## src/rtl/audio_mem_pkg.sv

```systemverilog
// Shared definitions for the audio record/playback sequencer.
// Holds the sequencer state encoding, the memory command opcodes,
// the externally visible mode codes and a helper that maps a state
// onto its mode.
package audio_mem_pkg;

  typedef enum logic [2:0] {
    IDLE,
    REC_WAIT,
    REC_WDATA,
    REC_WCMD,
    PLAY_RCMD,
    PLAY_RWAIT,
    PLAY_HOLD,
    PLAY_DRAIN
  } state_e;

  localparam logic [2:0] CMD_WR = 3'b000;
  localparam logic [2:0] CMD_RD = 3'b001;

  localparam logic [1:0] MODE_IDLE = 2'b00;
  localparam logic [1:0] MODE_REC  = 2'b01;
  localparam logic [1:0] MODE_PLAY = 2'b10;

  // Every record state reports MODE_REC and every play state (including
  // the drain of an abandoned read) reports MODE_PLAY.
  function automatic logic [1:0] modeOf(input state_e s);
    case (s)
      IDLE:                          modeOf = MODE_IDLE;
      REC_WAIT, REC_WDATA, REC_WCMD: modeOf = MODE_REC;
      default:                       modeOf = MODE_PLAY;
    endcase
  endfunction

endpackage

```

## src/rtl/audio_ptr_ctr.sv

```systemverilog
// Word pointer used by the sequencer for both the record (write) and
// playback (read) positions.
// Ports:
//   clk_i    system clock
//   reset_i  synchronous active-high reset, pointer returns to 0
//   clr_i    synchronous clear to 0 (wins over increment)
//   inc_i    advance the pointer by one word
//   limit_i  value the pointer is compared against
//   ptr_o    current word pointer
//   hit_o    high while ptr_o equals limit_i
module audio_ptr_ctr
  import audio_mem_pkg::*;
#(
  parameter int ADDR_W = 30
) (
  input  logic              clk_i,
  input  logic              reset_i,
  input  logic              clr_i,
  input  logic              inc_i,
  input  logic [ADDR_W-1:0] limit_i,
  output logic [ADDR_W-1:0] ptr_o,
  output logic              hit_o
);

  logic [ADDR_W-1:0] ptr_q;
  logic [ADDR_W-1:0] ptr_d;

  always_comb begin
    ptr_d = ptr_q;
    if (clr_i) begin
      ptr_d = '0;
    end else if (inc_i) begin
      ptr_d = ptr_q + ADDR_W'(1);
    end
  end

  always_ff @(posedge clk_i) begin
    if (reset_i) begin
      ptr_q <= '0;
    end else begin
      ptr_q <= ptr_d;
    end
  end

  assign ptr_o = ptr_q;
  assign hit_o = (ptr_q == limit_i);

endmodule

```

## src/rtl/audio_mem_sequencer.sv

```systemverilog
// Sequences audio record/playback traffic between the codec sample
// streams and the DDR memory-controller user port. Recording writes
// ADC samples to consecutive RAM words; playback reads them back one
// word ahead of the DAC and hands each over on dac_req_i.
// Optional feature macro: LOOP_PLAY_EN - when defined, playback wraps
// to word 0 at the end of the recording and repeats until stopped.
// Ports:
//   clk_i, reset_i                    clock, synchronous active-high reset
//   rec_start_i, play_start_i, stop_i control pulses
//   mode_o                            00 idle, 01 record, 10 play
//   rec_len_o                         words recorded so far
//   overrun_o, underrun_o             sticky dropped-sample / starved-DAC flags
//   adc_valid_i, adc_data_i           incoming ADC samples
//   dac_req_i, dac_data_o             DAC sample handshake
//   mem_*                             memory-controller user port
module audio_mem_sequencer
  import audio_mem_pkg::*;
#(
  parameter int                DATA_W    = 32,
  parameter int                ADDR_W    = 30,
  parameter logic [ADDR_W-1:0] BASE_ADDR = '0,
  parameter int                MAX_WORDS = 1048576
) (
  input  logic              clk_i,
  input  logic              reset_i,
  input  logic              rec_start_i,
  input  logic              play_start_i,
  input  logic              stop_i,
  output logic [1:0]        mode_o,
  output logic [ADDR_W-1:0] rec_len_o,
  output logic              overrun_o,
  output logic              underrun_o,
  input  logic              adc_valid_i,
  input  logic [DATA_W-1:0] adc_data_i,
  input  logic              dac_req_i,
  output logic [DATA_W-1:0] dac_data_o,
  input  logic              mem_calib_done_i,
  output logic              mem_cmd_en_o,
  output logic [2:0]        mem_cmd_instr_o,
  output logic [ADDR_W-1:0] mem_cmd_addr_o,
  input  logic              mem_cmd_full_i,
  output logic              mem_wr_en_o,
  output logic [DATA_W-1:0] mem_wr_data_o,
  input  logic              mem_wr_full_i,
  output logic              mem_rd_en_o,
  input  logic [DATA_W-1:0] mem_rd_data_i,
  input  logic              mem_rd_empty_i
);

`ifdef LOOP_PLAY_EN
  localparam logic LOOP_EN = 1'b1;
`else
  localparam logic LOOP_EN = 1'b0;
`endif

  localparam logic [ADDR_W-1:0] LAST_WORD = ADDR_W'(MAX_WORDS - 1);

  state_e            state_q;
  logic [DATA_W-1:0] holdData_q;
  logic [DATA_W-1:0] nextBuf_q;
  logic [DATA_W-1:0] dacData_q;
  logic [ADDR_W-1:0] recLen_q;
  logic              overrun_q;
  logic              underrun_q;
  logic              stopPend_q;

  logic [ADDR_W-1:0] wptr;
  logic [ADDR_W-1:0] rptr;
  logic              wptrLast;
  logic              rptrEnd;

  logic recAccept, playAccept;
  logic wrFire, wrCmdFire, rdCmdFire, rdTake, drainPop, holdTake, rptrClr;

  // A start is only honoured once memory is calibrated and no stop is
  // present; record wins over play, and play needs something recorded.
  // A stop seen in PLAY_RCMD suppresses the read command so nothing is
  // left outstanding, and a stop seen in PLAY_RWAIT defers the pop to
  // PLAY_DRAIN so the read FIFO stays aligned.
  always_comb begin
    recAccept  = (state_q == IDLE) && mem_calib_done_i && !stop_i && rec_start_i;
    playAccept = (state_q == IDLE) && mem_calib_done_i && !stop_i && !rec_start_i
                 && play_start_i && (recLen_q != '0);
    wrFire     = (state_q == REC_WDATA) && !mem_wr_full_i;
    wrCmdFire  = (state_q == REC_WCMD) && !mem_cmd_full_i;
    rdCmdFire  = (state_q == PLAY_RCMD) && !stop_i && !mem_cmd_full_i;
    rdTake     = (state_q == PLAY_RWAIT) && !stop_i && !mem_rd_empty_i;
    drainPop   = (state_q == PLAY_DRAIN) && !mem_rd_empty_i;
    holdTake   = (state_q == PLAY_HOLD) && !stop_i && dac_req_i;
    rptrClr    = playAccept || (LOOP_EN && holdTake && rptrEnd);
  end

  audio_ptr_ctr #(.ADDR_W(ADDR_W)) u_wptr (
    .clk_i   (clk_i),
    .reset_i (reset_i),
    .clr_i   (recAccept),
    .inc_i   (wrCmdFire),
    .limit_i (LAST_WORD),
    .ptr_o   (wptr),
    .hit_o   (wptrLast)
  );

  // The read pointer advances when a word is popped, so it already
  // points past the held word; equality with rec_len marks end of data.
  audio_ptr_ctr #(.ADDR_W(ADDR_W)) u_rptr (
    .clk_i   (clk_i),
    .reset_i (reset_i),
    .clr_i   (rptrClr),
    .inc_i   (rdTake),
    .limit_i (recLen_q),
    .ptr_o   (rptr),
    .hit_o   (rptrEnd)
  );

  // Main sequencer. Stops arriving while a record word is in flight are
  // remembered so the word still reaches memory before returning idle.
  always_ff @(posedge clk_i) begin
    if (reset_i) begin
      state_q    <= IDLE;
      holdData_q <= '0;
      nextBuf_q  <= '0;
      dacData_q  <= '0;
      recLen_q   <= '0;
      overrun_q  <= 1'b0;
      underrun_q <= 1'b0;
      stopPend_q <= 1'b0;
    end else begin
      case (state_q)
        IDLE: begin
          if (recAccept) begin
            state_q    <= REC_WAIT;
            recLen_q   <= '0;
            overrun_q  <= 1'b0;
            underrun_q <= 1'b0;
            stopPend_q <= 1'b0;
          end else if (playAccept) begin
            state_q    <= PLAY_RCMD;
            overrun_q  <= 1'b0;
            underrun_q <= 1'b0;
          end
        end
        REC_WAIT: begin
          if (stop_i) begin
            state_q <= IDLE;
          end else if (adc_valid_i) begin
            holdData_q <= adc_data_i;
            state_q    <= REC_WDATA;
          end
        end
        REC_WDATA: begin
          if (stop_i) stopPend_q <= 1'b1;
          if (adc_valid_i) overrun_q <= 1'b1;
          if (wrFire) state_q <= REC_WCMD;
        end
        REC_WCMD: begin
          if (adc_valid_i) overrun_q <= 1'b1;
          if (wrCmdFire) begin
            recLen_q <= wptr + ADDR_W'(1);
            if (wptrLast || stopPend_q || stop_i) begin
              state_q    <= IDLE;
              stopPend_q <= 1'b0;
            end else begin
              state_q <= REC_WAIT;
            end
          end else if (stop_i) begin
            stopPend_q <= 1'b1;
          end
        end
        PLAY_RCMD: begin
          if (dac_req_i) underrun_q <= 1'b1;
          if (stop_i) begin
            state_q <= IDLE;
          end else if (rdCmdFire) begin
            state_q <= PLAY_RWAIT;
          end
        end
        PLAY_RWAIT: begin
          if (dac_req_i) underrun_q <= 1'b1;
          if (stop_i) begin
            state_q <= PLAY_DRAIN;
          end else if (rdTake) begin
            nextBuf_q <= mem_rd_data_i;
            state_q   <= PLAY_HOLD;
          end
        end
        PLAY_HOLD: begin
          if (stop_i) begin
            state_q <= IDLE;
          end else if (holdTake) begin
            dacData_q <= nextBuf_q;
            if (rptrEnd && !LOOP_EN) begin
              state_q <= IDLE;
            end else begin
              state_q <= PLAY_RCMD;
            end
          end
        end
        PLAY_DRAIN: begin
          if (dac_req_i) underrun_q <= 1'b1;
          if (drainPop) state_q <= IDLE;
        end
        default: state_q <= IDLE;
      endcase
    end
  end

  // Memory strobes are decoded from the current state so a word reaches
  // the FIFO one cycle after its sample and the command one cycle later.
  always_comb begin
    mem_cmd_en_o    = wrCmdFire || rdCmdFire;
    mem_cmd_instr_o = rdCmdFire ? CMD_RD : CMD_WR;
    mem_cmd_addr_o  = '0;
    if (wrCmdFire) begin
      mem_cmd_addr_o = BASE_ADDR + (wptr << 2);
    end else if (rdCmdFire) begin
      mem_cmd_addr_o = BASE_ADDR + (rptr << 2);
    end
  end

  assign mem_wr_en_o   = wrFire;
  assign mem_wr_data_o = holdData_q;
  assign mem_rd_en_o   = rdTake || drainPop;

  assign mode_o     = modeOf(state_q);
  assign rec_len_o  = recLen_q;
  assign overrun_o  = overrun_q;
  assign underrun_o = underrun_q;
  assign dac_data_o = dacData_q;

endmodule

```

## config.mk

```make
export PLATFORM = sky130hd
export DESIGN_NAME = audio_mem_sequencer
export DESIGN_NICKNAME = d
export VERILOG_FILES = /design/src/rtl/audio_mem_pkg.sv /design/src/rtl/audio_ptr_ctr.sv /design/src/rtl/audio_mem_sequencer.sv
export SDC_FILE = /design/constraint.sdc
export NUM_CORES = 1
export LEC_CHECK = 0
export ABC_CLOCK_PERIOD_IN_PS = 6600
export CAP_MARGIN = 20
export CORE_MARGIN = 8
export CORE_UTILIZATION = 50
export DETAILED_ROUTE_END_ITERATION = 7
export HOLD_SLACK_MARGIN = 0.12
export PLACE_DENSITY = 0.76
export RECOVER_POWER = 25
export SYNTH_ARGS = -nofsm -noshare
export SYNTH_HDL_FRONTEND = slang
export SYNTH_SLANG_ARGS = --single-unit
```

## constraint.sdc

```tcl
create_clock -name clk_i -period 6.6 [get_ports clk_i]
set_input_delay 1.65 -clock clk_i [delete_from_list [all_inputs] [get_ports clk_i]]
set_output_delay 1.65 -clock clk_i [all_outputs]
set_load 0.05 [all_outputs]
```

==> impl_metrics.env, run 1 <==
export IMPL_grt_overflow=0
export IMPL_io_pins=209
export IMPL_timing_rr_start="state_q[1]$_SDFFE_PP0P_"
export IMPL_critical_path_slowest_cell="clkdlybuf4s50_1"
export IMPL_final_common_cell="nand2_1"
export IMPL_path_max_fanout=29
export IMPL_cts_buffers=17
export IMPL_max_stage_delay_ns=0.81
export IMPL_period_minus_slack_ns=5.89
export IMPL_synth_area_um2=8770
export IMPL_hold_viol=0
export IMPL_die_x_um=148
export IMPL_post_cts_resized=0
export IMPL_placed_area_um2=10800
export IMPL_power_leakage_nw=4.08
export IMPL_drive_gt1_frac=0.0459
export IMPL_post_route_drc_count=0
export IMPL_crit_path_end_kind="output pin"
export IMPL_cp_top_family="buffers and inverters"
export IMPL_antenna_found_initial=1
export IMPL_drtAntennaViolNets=0
export IMPL_hp_class="reg2reg"
export IMPL_wl_per_cell_um=18.2
export IMPL_hpwl_mm=19.1
export IMPL_worstHoldStart="nextBuf_q[10]$_SDFFE_PP0P_"
export IMPL_cp_startpoint="stop_i"
export IMPL_fin_area_um2=11400
export IMPL_syn_avg_cell_area_um2=8.13
export IMPL_path_clk_slew_ns=0.07
export IMPL_cts_hold_fix_buffers=0
export IMPL_seq_area_frac_synth=0.438
export IMPL_syn_to_final_growth_pct=30.0
export IMPL_core_area_um2=17200
export IMPL_num_rows=48
export IMPL_critPathLaunchType="input port"
export IMPL_h_tree_depth=4
export IMPL_status="complete, no violations"
export IMPL_p_per_area_nw_per_um2=199
export IMPL_grt_max_degree=106
export IMPL_dieHeight_um=148
export IMPL_fin_crit_sh=0.892
export IMPL_crit_buf_inv=3
export IMPL_root_buffer="clkbuf_16"
export IMPL_layout_nets=1306
export IMPL_worst_setup_path_type="in2out"
export IMPL_cts_path_max_buffers=2
export IMPL_max_slew_margin_rel=0.0228
export IMPL_tightest_slew_ns=1.47
export IMPL_gp_congestion=0.913
export IMPL_ys_warn_count=0
export IMPL_clkLatencyLatePin_ns=0.43
export IMPL_route_vias_total=8195
export IMPL_r2r_cells=5
export IMPL_whs_path_depth=2
export IMPL_port_buffers=204
export IMPL_drv_slew=0
export IMPL_ys_ff_latch=192
export IMPL_required_ns=4.95
export IMPL_ir_worst_vdd_mv=0.173
export IMPL_cts_sinks=192
export IMPL_clock_skew_final_ns=0.0107
export IMPL_rrSetupSlack_ns=3.70
export IMPL_fmax_ghz=0.170
export IMPL_cap_violations=0
export IMPL_initial_core_util=0.509
export IMPL_ys_types=52
export IMPL_rsz0062_at_grt="false"
export IMPL_final_cell_mix="nand2_1 (229), clkdlybuf4s50_1 (198), dfxtp_1 (192)"
export IMPL_drtIter0Drc=685
export IMPL_setup_viol=0
export IMPL_setup_tns_final_ns=0
export IMPL_worstPathCellList="dlygate4sd3_1 > or4b_1 > nor2_2 > buf_4 > a22o_1 > clkdlybuf4s50_1"
export IMPL_syn_inst=1079
export IMPL_drt_first_pass_iters=5
export IMPL_grt_total_usage=0.237
export IMPL_avgViaCountPerCell=5.58
export IMPL_cts_tree="yes"
export IMPL_drt_wl_total_mm=26.8
export IMPL_die_area_um2=22000
export IMPL_cp_num_cells=6
export IMPL_fillCellCount=1490
export IMPL_grt_first_pass_wirelength_mm=41.8
export IMPL_grt_pass1_vias=7678
export IMPL_arrival_ns=4.24
export IMPL_post_cts_buffers=0
## layout make-up
cell class | instances | area [um2] | area share
multi-input cells | 796 | 4520 | 0.396
repair buffers | 217 | 2170 | 0.191
clock buffers | 18 | 439 | 0.0385
clock inverters | 14 | 121 | 0.0106
flip-flops and latches | 192 | 3840 | 0.337
inverters | 5 | 18.8 | 0.00165
diodes | 1 | 2.50 | 0.000220
well taps | 225 | 282 | 0.0247
## cell families (layout without fill, tap and decap cells)
kind of cell	count (synthesis)	in the layout	share of synthesized area
xor gates and xnor gates	108	108	0.108
other	1	5	0.000428
and+or+nand+nor	483	483	0.262
AOI/OAI and AO/OA	199	199	0.140
adders and majority gates	2	2	0.00285
buffers and inverters	94	254	0.0487
DFF	192	192	0.438
## sequential cells by signal (all words and copies together) (netlist names)
signal / cells
dac_data_o: 32
mem_wr_data_o: 32
nextBuf_q: 32
rec_len_o: 30
u_rptr.ptr_o: 30
u_wptr.ptr_o: 30
state_q: 3
overrun_o: 1
stopPend_q: 1
underrun_o: 1
## power by group
group / total (W) / switching (W) / internal [W]
Combinational: 0.000123 / 0.0000668 / 0.0000559
Clock: 0.000984 / 0.000478 / 0.000506
Sequential: 0.00117 / 0.00000495 / 0.00116
Total: 0.00227 / 0.000550 / 0.00172
## per-layer routing
layer  share of wire  track usage
met2            0.47        0.370
met4           0.025       0.0913
met3           0.089       0.0638
met1            0.42        0.305
met5               0            0
## through the flow
step	total power, W	setup slack [ns]	hold slack [ns]	instances	util
2_1_floorplan	0.00125	1.62	0.432	1082	-
5_1_grt	0.00235	0.634	0.467	1468	0.661
3_3_place_gp	0.00131	0.878	0.436	1432	0.626
6_report	0.00227	0.710	0.448	1468	0.661
4_1_cts	0.00229	0.849	0.453	1465	0.660
3_5_place_dp	0.00131	0.866	0.442	1433	0.628
## path summary, 6_finish.rpt
check	endpoint
setup / recovery	mem_cmd_addr_o[8]
hold / removal	dac_data_o[10]$_SDFFE_PP0P_
setup reg to reg	nextBuf_q[17]$_SDFFE_PP0P_
hold reg to reg	dac_data_o[10]$_SDFFE_PP0P_
## synthesized netlist by cell type (all sizes together)
library cell | count | area (um2)
nand2 | 230 | 866
dfxtp | 192 | 3840
a21oi | 119 | 596
nor2 | 86 | 328
xor2 | 79 | 692
buf | 45 | 243
clkbuf | 44 | 165
nand3 | 44 | 225
a22o | 40 | 350
nand4 | 38 | 250
xnor2 | 29 | 254
nor4 | 21 | 183
nor3 | 15 | 85.1
o21ai | 15 | 75.1
and3 | 11 | 68.8
and2 | 8 | 50.1
or3 | 8 | 50.1
a22oi | 7 | 52.6
and4 | 7 | 61.3
inv | 5 | 18.8
a31oi | 3 | 18.8
nor2b | 3 | 18.8
a211oi | 2 | 15.0
a21boi | 2 | 15.0
a221o | 2 | 20.0
ha | 2 | 25.0
nand3b | 2 | 15.0
o211a | 2 | 20.0
o21a | 2 | 15.0
or2 | 2 | 15.0
or4b | 2 | 20.0
or4bb | 2 | 22.5
a2111o | 1 | 11.3
a2bb2oi | 1 | 8.76
and4b | 1 | 10.0
and4bb | 1 | 12.5
conb | 1 | 3.75
nand2b | 1 | 6.26
nor4bb | 1 | 10.0
o311ai | 1 | 8.76
o41a | 1 | 11.3
o41ai | 1 | 8.76
## worst register-to-register path: cells and delay by family, from the launching register on
| kind | cells | cell delay (ns) |
|---|---|---|
| AOI/OAI and AO/OA | 1 | 0.18 |
| buffers and inverters | 1 | 1.07 |
| DFF | 1 | 0.73 |
| and+or+nand+nor | 3 | 0.86 |
No activity file was read; power rests on OpenSTA's default activity.
==> run 2: changes to the inputs <==
- ABC_CLOCK_PERIOD_IN_PS: 6600 -> default
==> results of run 2 <==
The final DEF is identical to that of run 1; final timing and power are the same.
==> run 3: changes to the inputs <==
- CAP_MARGIN: 20 -> default
- DONT_BUFFER_PORTS: default -> 1
- PLACE_DENSITY: 0.76 -> 0.61
==> run 3 against run 2 <==
Compared with the run above: highest routed layer unchanged; die area is the same; critical path depth decreased by 1; non-clock buffer count decreased by 208; largest power group unchanged; flip-flop and latch count did not move; via count fell by 12%; the run now ends with capacitance limit, slew limit left; routed wire length down 11%; count of clock-buffer cells in the layout down 1; design area shrank 19%; global-route usage decreased by 2.8 points; clock power fell by 0.6%; largest cell class unchanged; combinational power is 62% lower.
==> impl_metrics.env, run 3 (synthesis results as in run 1) <==
export IMPL_initial_core_util=0.509
export IMPL_period_minus_slack_ns=5.30
export IMPL_drtIter0Drc=401
export IMPL_io_pins=209
export IMPL_arrival_ns=3.65
export IMPL_antenna_found_initial=0
export IMPL_tightest_slew_ns=2.53
export IMPL_placed_area_um2=8750
export IMPL_h_tree_depth=4
export IMPL_required_ns=4.95
export IMPL_num_rows=48
export IMPL_failed_checks="capacitance limit, slew limit"
export IMPL_worst_setup_path_type="in2out"
export IMPL_r2r_cells=5
export IMPL_post_route_drc_count=0
export IMPL_setup_viol=0
export IMPL_fillCellCount=1687
export IMPL_drt_first_pass_iters=5
export IMPL_multi_input_area_um2=4500
export IMPL_layout_nets=1098
export IMPL_cts_buffers=17
export IMPL_grt_overflow=0
export IMPL_path_max_fanout=19
export IMPL_drive_gt1_frac=0.0513
export IMPL_hp_class="reg2reg"
export IMPL_dieHeight_um=148
export IMPL_timing_hold_ws_ns=0.451
export IMPL_root_buffer="clkbuf_16"
export IMPL_power_leakage_nw=3.27
export IMPL_cap_violations=1
export IMPL_cts_hold_fix_buffers=0
export IMPL_die_area_um2=22000
export IMPL_gp_congestion=0.915
export IMPL_rsz0062_at_grt="false"
export IMPL_die_x_um=148
export IMPL_core_area_um2=17200
export IMPL_clkLatencyLatePin_ns=0.43
export IMPL_fin_area_um2=9260
export IMPL_hold_path_endpoint="dac_data_o[1]$_SDFFE_PP0P_"
export IMPL_post_cts_resized=0
export IMPL_avgViaCountPerCell=5.72
export IMPL_grt_first_pass_wirelength_mm=36.8
export IMPL_grt_max_degree=123
export IMPL_hpwl_mm=16.9
export IMPL_hold_viol=0
export IMPL_setup_tns_final_ns=0
export IMPL_cts_tree="yes"
export IMPL_final_cell_mix="nand2_1 (229), dfxtp_1 (192), a21oi_1 (119)"
export IMPL_max_slew_margin_rel=-0.700
export IMPL_grt_total_usage=0.209
export IMPL_drv_slew=17
export IMPL_path_clk_slew_ns=0.07
export IMPL_post_cts_buffers=0
export IMPL_final_common_cell="nand2_1"
export IMPL_p_per_area_nw_per_um2=237
export IMPL_rrSetupSlack_ns=2.70
export IMPL_ir_worst_vdd_mv=0.191
export IMPL_cts_path_max_buffers=2
export IMPL_route_vias_total=7199
export IMPL_fin_crit_sh=0.803
export IMPL_worstHoldStart="nextBuf_q[1]$_SDFFE_PP0P_"
export IMPL_clock_skew_final_ns=0.0123
export IMPL_timing_rr_start="u_wptr.ptr_o[7]$_SDFFE_PP0P_"
export IMPL_status="finished with violations"
export IMPL_whs_path_depth=2
export IMPL_fmax_ghz=0.189
export IMPL_grt_pass1_vias=6288
export IMPL_cts_sinks=192
export IMPL_critPathLaunchType="input port"
export IMPL_wl_per_cell_um=18.9
export IMPL_num_antenna_cells=0
export IMPL_seqCellArea_um2=3840
export IMPL_drt_wl_total_mm=23.8
export IMPL_reg2reg_to="stopPend_q$_SDFFE_PP0P_"
export IMPL_port_buffers=0
export IMPL_syn_to_final_growth_pct=5.64
export IMPL_crit_path_end_kind="output pin"
export IMPL_drtAntennaViolNets=0
-- run 3: cell count changes in the layout (fill, tap and decap cells not counted), moves of 2 or more --
| cell | change |
|---|---|
| buf_16 | -2 |
| clkbuf_1 | -2 |
| clkdlybuf4s50_1 | -198 |
| clkinvlp_4 | +2 |
| dlygate4sd3_1 | -5 |
| o21ai_0 | -2 |
| o21ai_1 | +2 |
-- run 3: worst max-delay path by stage --
| stage | start | endpoint | slack (ns) | depth (start not counted) |
|---|---|---|---|---|
| finish | stop_i | mem_cmd_addr_o[27] | 1.30 | 5 |
| global route | stop_i | mem_cmd_addr_o[27] | 1.20 | 5 |
| CTS | stop_i | mem_cmd_addr_o[27] | 1.32 | 5 |
| detailed placement | stop_i | mem_cmd_addr_o[27] | 1.32 | 5 |
| global placement | stop_i | mem_cmd_addr_o[27] | 1.35 | 5 |
| floorplan | mem_cmd_full_i | mem_cmd_addr_o[27] | 1.62 | 4 |
-- run 3: routing by layer --
layer | wire (um) | vias to the layer above | GRT usage
met5 | 0 | - | 0
met4 | 600 | 0 | 0.0847
met3 | 1860 | 31 | 0.0665
met2 | 10900 | 204 | 0.310
met1 | 10500 | 3395 | 0.274
li1 | - | 3569 | -
-- run 3: through the flow --
step                utilization  total power [W]  instances  setup slack [ns]
CTS                       0.540          0.00222       1259              1.32
detailed placement        0.508          0.00125       1227              1.32
global route              0.537          0.00227       1259              1.20
finish                    0.537          0.00220       1259              1.30
floorplan                     -          0.00125       1082              1.62
global placement          0.508          0.00125       1227              1.35
-- run 3: critical path, stage by stage --
cell     delay, ns
or4b_1        0.55
nor2_4        0.46
buf_4         0.36
nand2_1       0.08
o21ai_1       0.54
-- run 3: power by group --
part	internal, W	leakage [nW]	switching [W]
logic	0.0000105	1.47	0.0000358
registers	0.00116	1.55	0.0000116
clock network	0.000495	0.262	0.000483
-- run 3: layout make-up --
type	count	share of cell area
flip-flops and latches	192	0.415
repair buffers	9	0.00689
clock buffers	17	0.0459
clock inverters	15	0.0136
multi-input cells	796	0.486
inverters	5	0.00203
well taps	225	0.0304
